**config.mk**
```make
export PLATFORM = sky130hd
export DESIGN_NAME = arbiter_rr_param
export DESIGN_NICKNAME = d
export VERILOG_FILES = /design/src/rtl/arbiter_pkg.sv /design/src/rtl/rr_pick.sv /design/src/rtl/arbiter_rr_param.sv
export SDC_FILE = /design/constraint.sdc
export NUM_CORES = 1
export LEC_CHECK = 0
export CAP_MARGIN = 20
export CORE_MARGIN = 1
export CORE_UTILIZATION = 54
export CTS_BUF_LIST = sky130_fd_sc_hd__clkbuf_8
export DETAILED_ROUTE_END_ITERATION = 10
export PLACE_DENSITY = 0.91
export SYNTH_ARGS = -nofsm -noshare
export SYNTH_HDL_FRONTEND = slang
export SYNTH_SLANG_ARGS = --single-unit
```
**constraint.sdc**
```tcl
create_clock -name clk -period 2.75 [get_ports clk]
set_clock_uncertainty 0.1 [all_clocks]
set_input_delay 0.55 -clock clk [delete_from_list [all_inputs] [get_ports clk]]
set_output_delay 0.55 -clock clk [all_outputs]
set_load 0.01 [all_outputs]
```
**src/rtl/arbiter_pkg.sv**
```systemverilog
// Shared types and helpers for the NoC output-port round-robin arbiter.
package arbiter_pkg;

    localparam int MAX_PORTS = 16;

    typedef enum logic {
        IDLE   = 1'b0,
        ACTIVE = 1'b1
    } arb_state_e;

    // Width for a counter or index. It never returns 0, so a 1-entry range still gets one bit.
    function automatic int safe_clog2(input int v);
        return (v <= 1) ? 1 : $clog2(v);
    endfunction

    function automatic logic [MAX_PORTS-1:0] onehot(input int idx, input int n);
        logic [MAX_PORTS-1:0] v;
        v = '0;
        for (int i = 0; i < MAX_PORTS; i++) begin
            if (i == idx && i < n) v[i] = 1'b1;
        end
        return v;
    endfunction

endpackage

```
**src/rtl/rr_pick.sv**
```systemverilog
// Rotating priority pick: first set request at or after start, wrapping.
// The request vector is doubled so the wrap becomes a plain lowest-bit search.
module rr_pick #(
    parameter int N = 5,
    parameter int W = 3
) (
    input  logic [N-1:0] req,
    input  logic [W-1:0] start,
    output logic [W-1:0] idx,
    output logic         valid
);

    logic [2*N-1:0] dbl;
    logic [2*N-1:0] masked;

    always_comb begin
        dbl    = {req, req};
        masked = '0;
        for (int i = 0; i < 2*N; i++) begin
            masked[i] = dbl[i] && (i >= int'(start));
        end
        idx   = '0;
        valid = |req;
        // Scan downward so the lowest qualifying bit is the one kept.
        for (int i = 2*N-1; i >= 0; i--) begin
            if (masked[i]) idx = (i >= N) ? W'(i - N) : W'(i);
        end
    end

endmodule

```
**src/rtl/arbiter_rr_param.sv**
```systemverilog
// Output-port arbiter: round-robin or fixed priority, burst limiting,
// RTS/DCTS handshake toward the downstream FIFO, and a one-hot crossbar select.
module arbiter_rr_param
    import arbiter_pkg::*;
#(
    parameter int NUM_PORTS  = 5,
    parameter int MAX_BURST  = 4,
    parameter int FIXED_PRIO = 0
) (
    input  logic                 clk,
    input  logic                 rst,
    input  logic [NUM_PORTS-1:0] Req,
    input  logic                 DCTS,
    output logic                 RTS,
    output logic [NUM_PORTS-1:0] Grant,
    output logic [NUM_PORTS-1:0] Xbar_sel,
    output logic                 Busy
);

    localparam int IW = safe_clog2(NUM_PORTS);
    localparam int BW = safe_clog2(MAX_BURST + 1);
    localparam logic [IW-1:0] LAST = IW'(NUM_PORTS - 1);
    localparam logic [BW-1:0] BMAX = BW'(MAX_BURST);

    arb_state_e    state_q, state_d;
    logic [IW-1:0] cur_q, cur_d;
    logic [IW-1:0] ptr_q, ptr_d;
    logic [BW-1:0] burst_q, burst_d;
    logic          rts_q, rts_d;

    logic [IW-1:0]        cur_inc;
    logic [IW-1:0]        pick_start;
    logic [IW-1:0]        pick_idx;
    logic                 pick_vld;
    logic [NUM_PORTS-1:0] cur_oh;
    logic                 stall;
    logic                 xfer;
    logic [BW-1:0]        burst_nxt;
    logic                 others;
    logic                 stay;

    assign cur_inc = (cur_q == LAST) ? '0 : cur_q + 1'b1;
    assign cur_oh  = NUM_PORTS'(onehot(int'(cur_q), NUM_PORTS));
    assign stall   = rts_q & ~DCTS;
    assign xfer    = rts_q & DCTS;

    // One picker is shared. IDLE resumes at ptr, ACTIVE moves on from cur+1, and fixed priority always starts at 0.
    always_comb begin
        pick_start = '0;
        if (FIXED_PRIO == 0) pick_start = (state_q == IDLE) ? ptr_q : cur_inc;
    end

    rr_pick #(.N(NUM_PORTS), .W(IW)) u_pick (
        .req   (Req),
        .start (pick_start),
        .idx   (pick_idx),
        .valid (pick_vld)
    );

    always_comb begin
        burst_nxt = burst_q;
        if (xfer && burst_q != BMAX) burst_nxt = burst_q + 1'b1;
        others = |(Req & ~cur_oh);
        stay   = Req[cur_q] && ((MAX_BURST == 0) || (burst_nxt < BMAX) || !others);
    end

    always_comb begin
        state_d = state_q;
        cur_d   = cur_q;
        ptr_d   = ptr_q;
        burst_d = burst_q;
        if (!stall) begin
            case (state_q)
                IDLE: begin
                    if (pick_vld) begin
                        state_d = ACTIVE;
                        cur_d   = pick_idx;
                        burst_d = '0;
                    end
                end
                ACTIVE: begin
                    if (FIXED_PRIO != 0) begin
                        if (pick_vld) cur_d = pick_idx;
                        else          state_d = IDLE;
                    end else if (stay) begin
                        burst_d = burst_nxt;
                    end else begin
                        ptr_d = cur_inc;
                        if (pick_vld) begin
                            cur_d   = pick_idx;
                            burst_d = '0;
                        end else begin
                            state_d = IDLE;
                        end
                    end
                end
                default: state_d = IDLE;
            endcase
        end
        // An accepted transfer forces one RTS-low cycle. That gap is where switching normally happens.
        rts_d = (state_d == ACTIVE) && !xfer;
    end

    always_ff @(posedge clk or posedge rst) begin
        if (rst) begin
            state_q <= IDLE;
            cur_q   <= '0;
            ptr_q   <= '0;
            burst_q <= '0;
            rts_q   <= 1'b0;
        end else begin
            state_q <= state_d;
            cur_q   <= cur_d;
            ptr_q   <= ptr_d;
            burst_q <= burst_d;
            rts_q   <= rts_d;
        end
    end

    assign Busy     = (state_q == ACTIVE);
    assign RTS      = rts_q;
    assign Xbar_sel = Busy ? cur_oh : '0;
    assign Grant    = (Busy && xfer) ? cur_oh : '0;

endmodule

```
Word-level counts from Yosys, hierarchy flattened --
Index checks and enable logic that the tools add are counted.
Operators by class: $add $sub $neg 2, order comparisons 9, equal/unequal tests 7, mux-type cells 32, bitwise operators 8, reduce and logical (&&, ||, !) cells 19
Operators by type and width (count):
- $mux 3 | 17
- $pmux 3 s2 | 2
- $logic_and 1x1->1 | 11
- $mux 5 | 2
- $reduce_or 5->1 | 2
- $eq 3x3->1 const A | 3
- $ge 3x3->1 const A | 3
- $mux 1 | 9
- $add 3x1->3 const B | 2
- $ge 1x3->1 const A | 2
- $ge 2x3->1 const A | 2
- $and 5x5->5 | 1
- $not 5->5 | 1
- $lt 3x4->1 const B | 1
- $not 1->1 | 4
- $bmux 1 s3 | 1
- $eq 2x3->1 const A | 1
- $eq 3x3->1 const B | 1
- $logic_not 3->1 | 1
- $lt 3x3->1 const B | 1
- $ne 3x3->1 const B | 1
- $reduce_and 3->1 | 1
- $and 1x1->1 | 2
- $logic_not 1->1 | 2
- 4 further kinds | 4
Storage, ports and cells: flip-flop bits (word level) 11, logic and storage cells 82

Logic depth before layout (Yosys ltp) --
depth after elaboration 15, depth in mapped cells 9

By module --
From an unflattened synthesis, not the netlist that was laid out.
Unflattened totals: cells, all modules 122, area, all modules 1058.5 um^2
By module, submodules not included:
- arbiter_rr_param | times used 1, cells each 92, area each 875.8 um^2, seq. area each 275.3 um^2
- rr_pick | times used 1, cells each 30, area each 182.7 um^2, seq. area each 0.0 um^2

Worst setup path before layout --
Ideal clock, no wire load.
path kind register to register, start point reg cur_q[0], end point reg cur_q[1], setup time 76 ps, arrival time 2036 ps, setup slack 537 ps, stages on the path, launching flop included 9, path buffers 0, period minus slack after synthesis 2213 ps, path through dfrtp_1 -> inv_1 -> ha_1 -> a21oi_1 -> mux2i_4 -> nor2_2 -> mux2_4 -> a211o_1 -> o21ai_1
Between the ends: word-level cells in the longest chain between the ends 15
Ends and longest elaborated chain:
- start: declaration | RTL line arbiter_rr_param.sv:26 | logic [IW-1:0] cur_q, cur_d;
- start signal: assignment | RTL line arbiter_rr_param.sv:113 | cur_q <= cur_d;
- $add 3x1->3 or $eq 3x3->1 (tied branches) | RTL line arbiter_rr_param.sv:42 | assign cur_inc = (cur_q == LAST) ? '0 : cur_q + 1'b1;
- $mux 3 | RTL line arbiter_rr_param.sv:42
- $mux 3 | RTL line arbiter_rr_param.sv:50 | if (FIXED_PRIO == 0) pick_start = (state_q == IDLE) ? ptr_q : cur_inc;
- $ge 3x3->1 | RTL line rr_pick.sv:20 | masked[i] = dbl[i] && (i >= int'(start));
- $logic_and 1x1->1 | RTL line rr_pick.sv:20
- $mux 3 (7 in series) | RTL line rr_pick.sv:26 | if (masked[i]) idx = (i >= N) ? W'(i - N) : W'(i);
- $mux 3 | RTL line arbiter_rr_param.sv:75, arbiter_rr_param.sv:89
- $mux 3 | RTL line arbiter_rr_param.sv:85 | end else if (stay) begin
- $pmux 3 s2 | RTL line arbiter_rr_param.sv:73 | case (state_q)
Several ways; a longest one is shown, not always the timed one. The select of a mux whose other input is x is not followed. A chain may end at the register's enable or synchronous reset.

Worst setup path after layout --
start point in DCTS, end point out Grant[2]
Between the ends: word-level cells in the longest chain between the ends 3
Ends and longest elaborated chain:
- start: declaration | RTL line arbiter_rr_param.sv:13 | input logic DCTS,
- $and 1x1->1 | RTL line arbiter_rr_param.sv:45 | assign xfer = rts_q & DCTS;
- $logic_and 1x1->1 | RTL line arbiter_rr_param.sv:123 | assign Grant = (Busy && xfer) ? cur_oh : '0;
- $mux 5 | RTL line arbiter_rr_param.sv:123
- end: declaration | RTL line arbiter_rr_param.sv:15 | output logic [NUM_PORTS-1:0] Grant,
No other way between the ends.

==> run summary <==
total I/O pin count: 20
fin cells: 180
number of antenna violations at the first check in global routing: 0
number of standard cells after synthesis: 129
most instantiated library cell after synthesis: sky130_fd_sc_hd__dfrtp_1
endpoint class of the critical path: output pin
leading cell types by count after synthesis: 11 x sky130_fd_sc_hd__dfrtp_1, 9 x sky130_fd_sc_hd__nand2_1, 8 x sky130_fd_sc_hd__a21oi_1, 8 x sky130_fd_sc_hd__nor2_1
fraction of post-synthesis cell area in the top cell type by area: 0.250
Final Hold Fails: 0
Max VDD drop: 0.796 mV
1st-pass router iterations: 4
area of the mapped netlist: 1100 um^2
outcome: finished, final reports clean
Final period util: 0.973
vias in the first global route: 979
area grow syn2layout: 26.0%
normalized max-slew margin: 0.678
actual transition at the worst max-transition pin: 0.479 ns
final period demand of the worst path: 2.68 ns
Fmax achieved: 0.374 GHz
worst hold path class: register to register
drt total wl: 2.74 mm
delay of the slowest cell on the worst path: 0.53 ns
post-CTS clock slew at the launch and capture registers of the worst setup and hold paths: 0.05 ns
die width: 47.2 um
standard-cell rows: 15
number of design rule violations left after detail routing: 0
Async SR Flop Fraction: 1.00
crit path kind: primary input to output pin
number of clock sinks: 11
all-layer global routing usage: 0.276
Hold Worst Slack: 0.397 ns
starting utilization of the core area: 0.605
number of instances resized during post-cts repair: 0
number of nets produced by synthesis: 144
root buffer cell: sky130_fd_sc_hd__clkbuf_8
overflow left after global routing: 0
floorplan core area: 1820 um^2
Final HPWL DP: 2.23 mm
total of buffers placed on input and output ports: 19
final setup violation count: 0
Register-to-Register Setup Slack: 0.10 ns
initial DRC count: 42
clock buffer count from CTS: 3
Post-synth EDFFs: 0
pin count of the biggest net entering global routing: 14
Final Max Tran Viols: 0
first-pass GRT wire length: 4.37 mm
deepest level of the CTS H-tree: 1
signal arrival time at the worst endpoint: 2.03 ns
layout cell share with drive strength beyond 1: 0.168
flop and latch count out of synthesis: 11
clock tree from TritonCTS: done
CP Max Fanout: 7
Max stage delay cell, worst path: sky130_fd_sc_hd__clkdlybuf4s50_1
kind of start point of the critical path: primary input
Layout Nets: 171
critical path, cell by cell: clkdlybuf4s50_1, and2_1, and3_1, clkdlybuf4s50_1
height of the chip: 47.2 um
synth warn: 0
antenna-violating nets left: 0
routed via count divided by cell count: 5.99
post-layout power: 1.80 mW
count of max-cap constraint violations: 0
most common flop cell mapped by yosys: sky130_fd_sc_hd__dfrtp_1
number of different library cells in the post-synthesis netlist: 47
Post-Syn Area per Cell: 8.55 um^2
total instance count after detailed placement: 176
library cell with the largest summed area after synthesis: sky130_fd_sc_hd__dfrtp_1
share of the core filled with cells in the final layout: 0.763
worst-case clock buffer depth: 2
gpl congestion: 0.897
biggest area contributors in the synthesized netlist: sky130_fd_sc_hd__dfrtp_1 25%, sky130_fd_sc_hd__ha_1 7.9%, sky130_fd_sc_hd__and2_1 4.0%, sky130_fd_sc_hd__a21oi_1 3.6%, sky130_fd_sc_hd__nand2_1 3.1%
clock latency of the later-clocked register in the worst-skew pair: 0.23 ns
average routed wire per standard cell: 15.2 um
power density over the cells: 1300 nW/um^2
RSZ-0062 raised after global routing: yes
proportion of synthesized chip area in sequential cells: 0.250
area of the die: 2230 um^2
Worst Path Required: 2.10 ns
Most common cell on crit path: sky130_fd_sc_hd__clkdlybuf4s50_1
total vias in the final route: 1079
total inserted antenna cells: 0
Leak Pwr: 0.612 nW
==> kinds of logic (layout without fill, tap and decap cells) <==
group | Yosys count | in the layout | share of synthesized area
multiplexers | 10 | 10 | 0.118
buffers and inverters | 13 | 39 | 0.0636
AND/OR/NAND/NOR | 46 | 46 | 0.226
flip-flops | 11 | 11 | 0.250
XOR/XNOR | 1 | 1 | 0.00795
AO/OA/AOI/OAI | 41 | 41 | 0.255
adder cells (fa/ha/maj) | 7 | 7 | 0.0795
==> routing by layer <==
layer,global-route usage,wire length [um]
met3,0.0269,79
met2,0.539,1450
met5,0,0
met1,0.327,1180
met4,0.0457,31
==> worst max-delay path, delay by kind of cell <==
| kind | cells | cell delay, ns |
|---|---|---|
| buffers and inverters | 2 | 1.04 |
| and+or+nand+nor | 2 | 0.43 |
==> timing repair <==
item / 4_1_cts / 5_1_grt
hold buffers: 0 / 0
setup buffers: 0 / 0
endpoints found under the setup margin: 0 / 2
==> registers in the layout (all words and copies together), names as in the netlist <==
name	count
burst_q	3
cur_q	3
ptr_q	3
Busy	1
RTS	1
==> worst paths after layout <==
check	from	endpoint	cells past startpoint
setup reg to reg	cur_q[1]	cur_q[1]	8
hold / removal	ptr_q[1]	ptr_q[1]	1
min in group asynchronous	rst	Busy	2
setup / recovery	DCTS	Grant[2]	4
hold reg to reg	ptr_q[1]	ptr_q[1]	1
max in group asynchronous	rst	burst_q[1]	2
==> stage by stage <==
step | cell area (um^2) | TNS [ns] | setup WS [ns]
floorplan | 1100 | 0 | 0.537
finish | 1390 | 0 | 0.0734
global route | 1390 | -0.0310 | -0.0195
global placement | 1340 | 0 | 0.150
detailed placement | 1340 | 0 | 0.0845
CTS | 1390 | 0 | 0.0769
==> final cells by class <==
class	count	area (um^2)
clock buffers	3	41.3
clock inverters	1	3.75
fillers	126	432
inverters	8	30.0
multi-input cells	105	757
flip-flops and latches	11	275
well taps	25	31.3
repair buffers	27	250
==> power by group <==
group          internal (mW)  switching, mW  total, mW
registers              0.236         0.0668      0.303
logic                  0.627          0.717       1.34
clock network         0.0977         0.0570      0.155
==> placed cells by master, fill, tap and decap left out, types with 2 or more instances in the layout <==
cell type | synthesis | routed
sky130_fd_sc_hd__o21a_1 | 2 | 2
sky130_fd_sc_hd__mux2_2 | 3 | 3
sky130_fd_sc_hd__o21ai_2 | 2 | 2
sky130_fd_sc_hd__buf_4 | 1 | 8
sky130_fd_sc_hd__mux2i_1 | 3 | 3
sky130_fd_sc_hd__a21oi_1 | 8 | 8
sky130_fd_sc_hd__inv_1 | 7 | 8
sky130_fd_sc_hd__a21oi_2 | 2 | 2
sky130_fd_sc_hd__nand2_1 | 9 | 9
sky130_fd_sc_hd__ha_1 | 7 | 7
sky130_fd_sc_hd__nand4_1 | 2 | 2
sky130_fd_sc_hd__dfrtp_1 | 11 | 11
sky130_fd_sc_hd__nand2b_1 | 4 | 4
sky130_fd_sc_hd__o21ai_0 | 5 | 5
sky130_fd_sc_hd__and3_1 | 5 | 5
sky130_fd_sc_hd__nor2_1 | 8 | 8
sky130_fd_sc_hd__clkdlybuf4s50_1 | 0 | 19
sky130_fd_sc_hd__a21boi_0 | 2 | 2
sky130_fd_sc_hd__clkbuf_8 | 0 | 3
sky130_fd_sc_hd__o22ai_1 | 4 | 4
sky130_fd_sc_hd__o21ai_1 | 2 | 2
sky130_fd_sc_hd__o211ai_1 | 2 | 2
sky130_fd_sc_hd__nor2b_1 | 4 | 4
sky130_fd_sc_hd__mux2_4 | 2 | 2
sky130_fd_sc_hd__and2_1 | 7 | 7
sky130_fd_sc_hd__nand3_1 | 2 | 2
No activity file was read; power rests on OpenSTA's default activity.
